--- config.mk ---
export PLATFORM = sky130hd
export DESIGN_NAME = prn_k_scheduler_flat
export DESIGN_NICKNAME = d
export VERILOG_FILES = /design/src/rtl/prn_k_scheduler_if.sv /design/src/rtl/prn_k_scheduler.sv /design/src/flat_wrapper.sv
export SDC_FILE = /design/constraint.sdc
export NUM_CORES = 1
export LEC_CHECK = 0
export CORE_MARGIN = 2
export CORE_UTILIZATION = 55
export CTS_BUF_LIST = sky130_fd_sc_hd__clkbuf_2 sky130_fd_sc_hd__clkbuf_4 sky130_fd_sc_hd__clkbuf_8
export CTS_CLUSTER_DIAMETER = 100
export DETAILED_ROUTE_END_ITERATION = 6
export PLACE_DENSITY = 0.76
export SYNTH_ARGS = -nofsm -noshare
export SYNTH_HDL_FRONTEND = slang
export SYNTH_SLANG_ARGS = --single-unit
--- constraint.sdc ---
create_clock -name MSEQ_clk -period 5.7 [get_ports MSEQ_clk]
set_input_delay 1.14 -clock MSEQ_clk [delete_from_list [all_inputs] [get_ports MSEQ_clk]]
set_output_delay 1.14 -clock MSEQ_clk [all_outputs]
set_load 0.01 [all_outputs]
--- src/rtl/prn_k_scheduler_if.sv ---
// Control/status bundle between the PRN x K scheduler and its host/datapath.
// The host side drives configuration, start/stop and chip ticks; the scheduler returns K and gating.
interface prn_k_scheduler_if #(
  parameter int OUTPUT_DATA_WIDTH = 16,
  parameter int DEPTH             = 8,
  parameter int DWELL_WIDTH       = 16
);
  localparam int unsigned AW = $clog2(DEPTH);

  logic                         cfg_we;
  logic [AW-1:0]                cfg_addr;
  logic [OUTPUT_DATA_WIDTH-1:0] cfg_k;
  logic [AW:0]                  cfg_num;
  logic [DWELL_WIDTH-1:0]       cfg_dwell;
  logic                         cfg_loop;
  logic                         start;
  logic                         stop;
  logic                         chip_tick;
  logic [OUTPUT_DATA_WIDTH-1:0] para_K;
  logic [AW-1:0]                entry_idx;
  logic                         mseq_en;
  logic                         send_valid;
  logic                         busy;
  logic                         done;

  modport master (
    output cfg_we, cfg_addr, cfg_k, cfg_num, cfg_dwell, cfg_loop, start, stop, chip_tick,
    input  para_K, entry_idx, mseq_en, send_valid, busy, done
  );

  modport slave (
    input  cfg_we, cfg_addr, cfg_k, cfg_num, cfg_dwell, cfg_loop, start, stop, chip_tick,
    output para_K, entry_idx, mseq_en, send_valid, busy, done
  );
endinterface

--- src/rtl/prn_k_scheduler.sv ---
// Steps the PRN x K multiplier through a table of K gains, holding each for a chip dwell
// and blanking transmission while the multiplier pipeline settles after every K change.
module prn_k_scheduler #(
  parameter int OUTPUT_DATA_WIDTH = 16,
  parameter int DEPTH             = 8,
  parameter int DWELL_WIDTH       = 16,
  parameter int MULT_LAT          = 4
) (
  input  logic               MSEQ_clk,
  input  logic               MSEQ_rst,
  prn_k_scheduler_if.slave   bus
);
  localparam int unsigned AW    = $clog2(DEPTH);
  localparam int unsigned NUM_W = AW + 1;
  localparam int unsigned LAT_W = $clog2(MULT_LAT + 1);

  localparam logic [AW-1:0]          IDX_ZERO  = '0;
  localparam logic [AW-1:0]          IDX_ONE   = AW'(32'd1);
  localparam logic [NUM_W-1:0]       NUM_ONE   = NUM_W'(32'd1);
  localparam logic [NUM_W-1:0]       NUM_MAX   = NUM_W'(DEPTH);
  localparam logic [DWELL_WIDTH-1:0] DWELL_ONE = DWELL_WIDTH'(32'd1);
  localparam logic [LAT_W-1:0]       LAT_ONE   = LAT_W'(32'd1);
  localparam logic [LAT_W-1:0]       LAT_LAST  = LAT_W'(MULT_LAT - 1);

  typedef enum logic [1:0] {ST_IDLE, ST_SETTLE, ST_RUN, ST_DONE} state_t;

  state_t                       state_r, state_nxt_s;
  logic [OUTPUT_DATA_WIDTH-1:0] k_table_r [DEPTH];
  logic [OUTPUT_DATA_WIDTH-1:0] para_k_r, para_k_nxt_s;
  logic [AW-1:0]                idx_r, idx_nxt_s;
  logic [NUM_W-1:0]             num_r, num_nxt_s;
  logic [DWELL_WIDTH-1:0]       dwell_r, dwell_nxt_s;
  logic                         loop_r, loop_nxt_s;
  logic [DWELL_WIDTH-1:0]       dwell_cnt_r, dwell_cnt_nxt_s;
  logic [LAT_W-1:0]             settle_cnt_r, settle_cnt_nxt_s;
  logic                         mseq_en_r, send_valid_r, busy_r, done_r;
  logic                         num_ok_s, dwell_done_s, last_entry_s;
  logic [DWELL_WIDTH-1:0]       dwell_eff_s;

  assign num_ok_s     = (bus.cfg_num != '0) && (bus.cfg_num <= NUM_MAX);
  assign dwell_eff_s  = (dwell_r == '0) ? DWELL_ONE : dwell_r;
  assign dwell_done_s = (dwell_cnt_r == (dwell_eff_s - DWELL_ONE));
  assign last_entry_s = ({1'b0, idx_r} == (num_r - NUM_ONE));

  // K table storage; the host may only rewrite it while the sequencer is idle
  always_ff @(posedge MSEQ_clk) begin
    if (MSEQ_rst) begin
      for (int i = 0; i < DEPTH; i++) begin
        k_table_r[i] <= '0;
      end
    end else if (bus.cfg_we && (state_r == ST_IDLE)) begin
      k_table_r[bus.cfg_addr] <= bus.cfg_k;
    end
  end

  // Next-state and datapath update for the sequencer
  always_comb begin
    state_nxt_s      = state_r;
    para_k_nxt_s     = para_k_r;
    idx_nxt_s        = idx_r;
    num_nxt_s        = num_r;
    dwell_nxt_s      = dwell_r;
    loop_nxt_s       = loop_r;
    dwell_cnt_nxt_s  = dwell_cnt_r;
    settle_cnt_nxt_s = settle_cnt_r;
    case (state_r)
      ST_IDLE: begin
        // stop has priority over start even while idle
        if (bus.start && !bus.stop && num_ok_s) begin
          state_nxt_s      = ST_SETTLE;
          num_nxt_s        = bus.cfg_num;
          dwell_nxt_s      = bus.cfg_dwell;
          loop_nxt_s       = bus.cfg_loop;
          idx_nxt_s        = IDX_ZERO;
          para_k_nxt_s     = k_table_r[IDX_ZERO];
          dwell_cnt_nxt_s  = '0;
          settle_cnt_nxt_s = '0;
        end else begin
          state_nxt_s = ST_IDLE;
        end
      end
      ST_SETTLE: begin
        if (bus.stop) begin
          state_nxt_s      = ST_IDLE;
          para_k_nxt_s     = '0;
          idx_nxt_s        = IDX_ZERO;
          settle_cnt_nxt_s = '0;
        end else if (settle_cnt_r == LAT_LAST) begin
          state_nxt_s      = ST_RUN;
          settle_cnt_nxt_s = '0;
        end else begin
          settle_cnt_nxt_s = settle_cnt_r + LAT_ONE;
        end
      end
      ST_RUN: begin
        if (bus.stop) begin
          state_nxt_s     = ST_IDLE;
          para_k_nxt_s    = '0;
          idx_nxt_s       = IDX_ZERO;
          dwell_cnt_nxt_s = '0;
        end else if (bus.chip_tick) begin
          if (dwell_done_s) begin
            dwell_cnt_nxt_s = '0;
            if (!last_entry_s) begin
              state_nxt_s  = ST_SETTLE;
              idx_nxt_s    = idx_r + IDX_ONE;
              para_k_nxt_s = k_table_r[idx_r + IDX_ONE];
            end else if (loop_r) begin
              state_nxt_s  = ST_SETTLE;
              idx_nxt_s    = IDX_ZERO;
              para_k_nxt_s = k_table_r[IDX_ZERO];
            end else begin
              state_nxt_s = ST_DONE;
            end
          end else begin
            dwell_cnt_nxt_s = dwell_cnt_r + DWELL_ONE;
          end
        end else begin
          state_nxt_s = ST_RUN;
        end
      end
      ST_DONE: begin
        if (bus.stop) begin
          state_nxt_s  = ST_IDLE;
          para_k_nxt_s = '0;
          idx_nxt_s    = IDX_ZERO;
        end else begin
          state_nxt_s = ST_IDLE;
        end
      end
      default: begin
        state_nxt_s  = ST_IDLE;
        para_k_nxt_s = '0;
        idx_nxt_s    = IDX_ZERO;
      end
    endcase
  end

  // State register plus outputs registered from the next state so they align with it
  always_ff @(posedge MSEQ_clk) begin
    if (MSEQ_rst) begin
      state_r      <= ST_IDLE;
      para_k_r     <= '0;
      idx_r        <= '0;
      num_r        <= '0;
      dwell_r      <= '0;
      loop_r       <= 1'b0;
      dwell_cnt_r  <= '0;
      settle_cnt_r <= '0;
      mseq_en_r    <= 1'b0;
      send_valid_r <= 1'b0;
      busy_r       <= 1'b0;
      done_r       <= 1'b0;
    end else begin
      state_r      <= state_nxt_s;
      para_k_r     <= para_k_nxt_s;
      idx_r        <= idx_nxt_s;
      num_r        <= num_nxt_s;
      dwell_r      <= dwell_nxt_s;
      loop_r       <= loop_nxt_s;
      dwell_cnt_r  <= dwell_cnt_nxt_s;
      settle_cnt_r <= settle_cnt_nxt_s;
      mseq_en_r    <= (state_nxt_s == ST_RUN);
      send_valid_r <= (state_nxt_s == ST_RUN);
      busy_r       <= (state_nxt_s != ST_IDLE);
      done_r       <= (state_nxt_s == ST_DONE);
    end
  end

  assign bus.para_K     = para_k_r;
  assign bus.entry_idx  = idx_r;
  assign bus.mseq_en    = mseq_en_r;
  assign bus.send_valid = send_valid_r;
  assign bus.busy       = busy_r;
  assign bus.done       = done_r;
endmodule
--- src/flat_wrapper.sv ---
// flat-port wrapper written by rule: the top's interface ports become plain ports
module prn_k_scheduler_flat 
#(
  parameter int OUTPUT_DATA_WIDTH = 16,
  parameter int DEPTH             = 8,
  parameter int DWELL_WIDTH       = 16,
  parameter int MULT_LAT          = 4
)
  (MSEQ_clk, MSEQ_rst, bus_cfg_we, bus_cfg_addr, bus_cfg_k, bus_cfg_num, bus_cfg_dwell, bus_cfg_loop, bus_start, bus_stop, bus_chip_tick, bus_para_K, bus_entry_idx, bus_mseq_en, bus_send_valid, bus_busy, bus_done);
  prn_k_scheduler_if #(.OUTPUT_DATA_WIDTH(OUTPUT_DATA_WIDTH), .DEPTH(DEPTH), .DWELL_WIDTH(DWELL_WIDTH)) bus_i ();
  input  logic MSEQ_clk;
  input  logic MSEQ_rst;
  input wire logic [$bits(bus_i.cfg_we)-1:0] bus_cfg_we;
  input wire logic [$bits(bus_i.cfg_addr)-1:0] bus_cfg_addr;
  input wire logic [$bits(bus_i.cfg_k)-1:0] bus_cfg_k;
  input wire logic [$bits(bus_i.cfg_num)-1:0] bus_cfg_num;
  input wire logic [$bits(bus_i.cfg_dwell)-1:0] bus_cfg_dwell;
  input wire logic [$bits(bus_i.cfg_loop)-1:0] bus_cfg_loop;
  input wire logic [$bits(bus_i.start)-1:0] bus_start;
  input wire logic [$bits(bus_i.stop)-1:0] bus_stop;
  input wire logic [$bits(bus_i.chip_tick)-1:0] bus_chip_tick;
  output wire logic [$bits(bus_i.para_K)-1:0] bus_para_K;
  output wire logic [$bits(bus_i.entry_idx)-1:0] bus_entry_idx;
  output wire logic [$bits(bus_i.mseq_en)-1:0] bus_mseq_en;
  output wire logic [$bits(bus_i.send_valid)-1:0] bus_send_valid;
  output wire logic [$bits(bus_i.busy)-1:0] bus_busy;
  output wire logic [$bits(bus_i.done)-1:0] bus_done;
  assign bus_i.cfg_we = bus_cfg_we;
  assign bus_i.cfg_addr = bus_cfg_addr;
  assign bus_i.cfg_k = bus_cfg_k;
  assign bus_i.cfg_num = bus_cfg_num;
  assign bus_i.cfg_dwell = bus_cfg_dwell;
  assign bus_i.cfg_loop = bus_cfg_loop;
  assign bus_i.start = bus_start;
  assign bus_i.stop = bus_stop;
  assign bus_i.chip_tick = bus_chip_tick;
  assign bus_para_K = bus_i.para_K;
  assign bus_entry_idx = bus_i.entry_idx;
  assign bus_mseq_en = bus_i.mseq_en;
  assign bus_send_valid = bus_i.send_valid;
  assign bus_busy = bus_i.busy;
  assign bus_done = bus_i.done;
  prn_k_scheduler #(.OUTPUT_DATA_WIDTH(OUTPUT_DATA_WIDTH), .DEPTH(DEPTH), .DWELL_WIDTH(DWELL_WIDTH), .MULT_LAT(MULT_LAT)) u_core (.MSEQ_clk(MSEQ_clk), .MSEQ_rst(MSEQ_rst), .bus(bus_i));
endmodule
-- Yosys cells after proc, flatten, opt, wreduce, memory -nomap -nowiden
Memories as Yosys holds them, arrays and structs flattened.
Cells that the tools add are included.
- memories: 1
- input bits: 46
- output and inout bits: 23
- register bits: 64
- logic and storage cells: 90
- bits in writable memories: 128
- reductions and logical operators: 17
- equal/unequal tests: 13
- muxes and demuxes: 42
- magnitude comparators: 1
- add/sub/neg operators: 5
- memories (memory ; words ; bits a word ; read ports ; clocked after Yosys merged registers in ; wr ports ; line ; source):
    u_core.k_table_r ; 8 ; 16 ; 2 ; 0 ; 8 ; prn_k_scheduler.sv:28 ; logic [OUTPUT_DATA_WIDTH-1:0] k_table_r [DEPTH];
- operators with widths (operator ; count):
    2-to-1 mux 16 bit ; 13
    case mux 16 bit (3 select lines) ; 1
    case mux 16 bit (2 select lines) ; 1
    2-to-1 mux 3 bit ; 10
    adder 16 x 1 -> 16 bit, second input constant ; 1
    == test 16 bit ; 1
    zero test 16 bit ; 1
    OR reduction 16 bit ; 1
    subtractor 16 x 1 -> 16 bit, second input constant ; 1
    2-to-1 mux 2 bit ; 7
    case mux 3 bit (3 select lines) ; 1
    == test 2 bit, second input constant ; 4
    case mux 2 bit (4 select lines) ; 1
    2-to-1 mux 1 bit ; 7
    adder 3 x 1 -> 3 bit, second input constant ; 2
    case mux 3 bit (2 select lines) ; 1
    nonzero test 2 bit ; 3
    AND reduction 5 bit ; 1
    == test 3 x 4 -> 1 bit ; 1
    less-or-equal comparator 4 bit, second input constant ; 1
    logical AND 1 bit ; 4
    != test 4 x 3 -> 1 bit, second input constant ; 1
    AND reduction 2 bit ; 2
    nonzero test 4 bit ; 1
    other kinds (11) ; 11

-- Logic depth before layout (Yosys ltp)
- word-level depth: 9
- depth in mapped cells: 15
- gate-level depth less buffers: 12

-- Worst setup path after synthesis
Ideal clock, no wire load.
- path type: flip-flop to flip-flop
- from: register u_core.dwell_r[12]
- to: register u_core.para_k_r[0], in the netlist u_core.bus.para_K[0]
- arrival time: 3.331 ns
- period minus slack after synthesis: 3.466 ns
- path slack: 2.234 ns
- stages on the path, launching flop included: 16
- library setup time: 0.135 ns
- required time: 5.565 ns
- cell sequence: dfxtp_1 clkbuf_2 nor4_1 and4_1 nor2_1 ha_1 nor3b_1 clkbuf_1 nor2_1 nor3_1 or4_1 and4bb_4 o2111ai_4 buf_2 nand3_1 o211ai_1
- word-level cells in the longest chain between the ends: 6
- ends and longest elaborated chain (item ; line ; source):
    from (decl) ; prn_k_scheduler.sv:32 ; logic [DWELL_WIDTH-1:0] dwell_r, dwell_nxt_s;
    from (signal assigned) ; prn_k_scheduler.sv:159 ; dwell_r <= dwell_nxt_s;
    zero test 16 bit ; prn_k_scheduler.sv:41 ; assign dwell_eff_s = (dwell_r == '0) ? DWELL_ONE : dwell_r;
    2-to-1 mux 16 bit * ; prn_k_scheduler.sv:41 ;
    subtractor 16 x 1 -> 16 bit * ; prn_k_scheduler.sv:42 ; assign dwell_done_s = (dwell_cnt_r == (dwell_eff_s - DWELL_ONE));
    == test 16 bit * ; prn_k_scheduler.sv:42 ;
    != test 3 x 2 -> 1 bit (no line) * ; - ;
    AND reduction 5 bit (no line) * ; - ;
    to (signal assigned) ; prn_k_scheduler.sv:156 ; para_k_r <= para_k_nxt_s;
    to (decl) ; prn_k_scheduler.sv:29 ; logic [OUTPUT_DATA_WIDTH-1:0] para_k_r, para_k_nxt_s;
Every way passes the cells marked *; elsewhere a longest branch is shown, timed or not.
A chain may end at the register's enable or synchronous reset.

-- Worst setup path after layout
- from: register u_core.dwell_r[12]
- to: register u_core.busy_r, in the netlist u_core.bus.busy
- word-level cells in the longest chain between the ends: 9
- ends and longest elaborated chain (item ; line ; source):
    zero test 16 bit ; prn_k_scheduler.sv:41 ;
    2-to-1 mux 16 bit * ; prn_k_scheduler.sv:41 ;
    subtractor 16 x 1 -> 16 bit * ; prn_k_scheduler.sv:42 ;
    == test 16 bit * ; prn_k_scheduler.sv:42 ;
    2-to-1 mux 2 bit * ; prn_k_scheduler.sv:102 ; if (dwell_done_s) begin
    2-to-1 mux 2 bit * ; prn_k_scheduler.sv:101 ; end else if (bus.chip_tick) begin
    2-to-1 mux 2 bit * ; prn_k_scheduler.sv:96 ; if (bus.stop) begin
    case mux 2 bit (4 select lines) * ; prn_k_scheduler.sv:66 ; case (state_r)
    nonzero test 2 bit * ; prn_k_scheduler.sv:165 ; busy_r <= (state_nxt_s != ST_IDLE);
    to (signal assigned) ; prn_k_scheduler.sv:165 ;
    to (decl) ; prn_k_scheduler.sv:36 ; logic mseq_en_r, send_valid_r, busy_r, done_r;
Marked as above.

==> metrics.yaml <==
dp_hpwl_um: 15900
syn2layout_area_growth_pct: 13.1
drtPass1Iterations: 5
synth_enable_flop_cells: 128
ctsResizeCount: 0
drc: 0
cts_buffers: 17
die_area_mm2: 0.0189
routed_wl_um: 23100
final_cells: 1177
reg2reg_slack_ns: 1.54
async_flop_share: 0
grt-ovfl-total: 0
ys_types: 65
endpoint: "u_core.bus.busy"
cts_hold_buf: 0
slew-limit-headroom: 0.264
wl_per_cell_um: 19.6
drtAntennaViolNets: 0
via_count: 7019
worstPathArrival_ns: 4.50
rsz0062_at_grt: "false"
die-height_um: 138
hold_class: "reg2reg"
layout-drive-gt1-share: 0.128
status: "finished clean"
syn_avg_cell_area_um2: 11.0
routabilityCongestion: 0.947
startpoint_type: "flip-flop"
first_global_vias: 6573
antennaDiodeCount: 0
hold_violations: 0
slowest_stage: "nor4_1"
grt_pass1_wl_um: 35600
rr_worst_depth: 13
post_cts_buffers: 0
io_buffers: 68
initial_core_util: 0.566
r2r_end: "u_core.bus.busy"
htreeDepth: 4
final.setup.tns_ns: 0
yosys.area.top_type: "edfxtp_1"
num_io_pins: 69
syn-instance-count: 892
maxSlewViolCount: 0
layout_common_cells: "129 x and2_1, 128 x edfxtp_1, 75 x nand2_1"
path_cells: "nor4_1, and4_1, nor2_1, ha_1, nor3b_1, buf_4, nor2_1, nor3_1, or4_1, and4bb_4, o2111ai_4, a22oi_2, a21oi_1"
die_width_um: 138
fill_cells: 1368
fin_crit_sh: 0.729
clock.fmax_ghz: 0.240
finalNetCount: 990
cts.reportedPaths.clkPinSlew_ns: 0.11
setup_viol: 0
peakVddDrop_v: 0.000174
crit_path_max_fanout: 36
core_mm2: 0.0174
worst_slew_pin_slew_ns: 1.10
final_common_cell: "and2_1"
cts_buffer_depth: 2
holdPathStages: 1
syn_nets: 943
grtUsageTotal: 0.252
worstPathRequired_ns: 6.04
postLayoutCellArea_mm2: 0.0111
end_kind: "flip-flop"
synthTopCellsByArea: "edfxtp_1 39%, dfxtp_1 13%, and2_1 8.2%"
max_stage_delay_ns: 0.68
r2r-start: "u_core.dwell_r[12]"
cts_tree: "yes"
yosys_warnings: 0
synth_top_area_share: 0.391
cp_common_cell: "nor2_1"
p_per_area_mw_per_mm2: 251
ys_ff_latch: 192
first_iter_violations: 583
rows: 48
worstSetupStartpoint: "u_core.dwell_r[12]"
cts_root_buf: "clkbuf_8"
min_period_ns: 4.16
synth-main-ff-cell: "edfxtp_1"
cap_violations: 0
dp_cells: 1145
antenna_found_initial: 0
place_area_mm2: 0.0107
grt_max_degree: 40
crit_type: "reg2reg"
p_leak_nw: 3.95
insertion_delay_ns: 0.48
cts.sink_count: 192
fin_skew_ns: 0.0229
syn_area_mm2: 0.00982
yosysSeqAreaShare: 0.522
vias_per_cell: 5.96
## sequential cells by signal, summed over array words and instances, names as in the netlist, 2 cells and up
name and cells:
u_core.dwell_r 16, u_core.state_r 2, u_core.settle_cnt_r 3, u_core.num_r 4, u_core.bus.para_K 16, u_core.k_table_r 128, u_core.dwell_cnt_r 16, u_core.bus.entry_idx 3
## power breakdown
part / switching, mW / total, mW / internal, mW / leakage [nW]
sequential: 0.0298 / 1.57 / 1.54 / 1.84
clock: 0.569 / 0.907 / 0.339 / 0.205
combinational: 0.176 / 0.310 / 0.134 / 1.91
total: 0.775 / 2.78 / 2.01 / 3.95
## cell type report
type                            count  area (µm²)  share of cell area
Clock buffer                       17         234              0.0211
Tap cell                          225         282              0.0253
Timing Repair Buffer               87         818              0.0737
Clock inverter                     15         176              0.0159
Sequential cell                   192        5130               0.461
Multi-Input combinational cell    632        4440               0.400
Inverter                            9        33.8             0.00304
## metrics by stage
step	util	hold slack [ns]	worst slack (ns)	total power, mW
6_report	0.640	0.481	1.54	2.78
5_1_grt	0.640	0.514	1.27	2.88
4_1_cts	0.640	0.486	1.60	2.79
3_5_place_dp	0.616	0.467	1.64	1.91
3_3_place_gp	0.616	0.465	1.70	1.90
2_1_floorplan	-	0.444	2.23	1.78
## how the worst min path moves through the flow
stage | slack, ns | to | startpoint
after floorplan | 0.44 | u_core.settle_cnt_r[0] | u_core.settle_cnt_r[0]
after global placement | 0.46 | u_core.settle_cnt_r[0] | u_core.settle_cnt_r[0]
after global routing | 0.51 | u_core.settle_cnt_r[0] | u_core.settle_cnt_r[0]
after CTS | 0.49 | u_core.settle_cnt_r[0] | u_core.settle_cnt_r[0]
final | 0.48 | u_core.settle_cnt_r[0] | u_core.settle_cnt_r[0]
after detailed placement | 0.47 | u_core.settle_cnt_r[0] | u_core.settle_cnt_r[0]
## cells by family (layout without fill, tap and decap cells)
kind of cell             count (synthesis)  count (layout)  share of synthesized area
XOR/XNOR                                21              21                     0.0187
adder cells (fa/ha/maj)                  5               5                    0.00637
buffers and inverters                   68             128                     0.0289
flip-flops                             192             192                      0.522
AO/OA/AOI/OAI                          135             135                     0.0896
multiplexers                            53              53                     0.0948
AND/OR/NAND/NOR                        418             418                      0.240
## cells in the mapped netlist, types with 3 or more instances
library cell,instances
o211ai_2,4
o2111ai_1,3
nor4_1,4
nand3_1,56
o211ai_1,14
or2_2,13
and3_1,24
o31ai_1,3
nor4_2,4
dfxtp_1,64
a21oi_1,52
nand4_1,7
and2_1,129
inv_1,9
nand2_1,75
or4_1,3
clkbuf_1,45
o21ai_0,30
buf_2,7
xnor2_1,6
mux2i_1,21
buf_1,3
o22ai_1,3
nor2_1,34
xor2_1,15
nor2b_1,7
nand4b_1,3
nor3_1,17
nor3b_1,6
edfxtp_1,128
nand3b_1,18
mux4_2,32
ha_1,5
nand2b_1,3
or3_1,5
a211oi_1,4
## routing by layer
metal  wire (µm)  vias up  GRT usage  share of wire
li1            -     3380          -              -
met1        9570     3391      0.321           0.42
met2       11800      213      0.438           0.51
met3        1190       35     0.0405          0.052
met4         461        0     0.0871          0.020
met5           0        -          0              0
## critical path, delay by kind of cell, from the launching register on
kind | cells | cell delay, ns
AOI/OAI and AO/OA | 3 | 0.97
adders and majority gates | 1 | 0.22
buffers and inverters | 1 | 0.19
DFF | 1 | 0.38
and+or+nand+nor | 8 | 2.27
(Power assumes the default switching activity.)
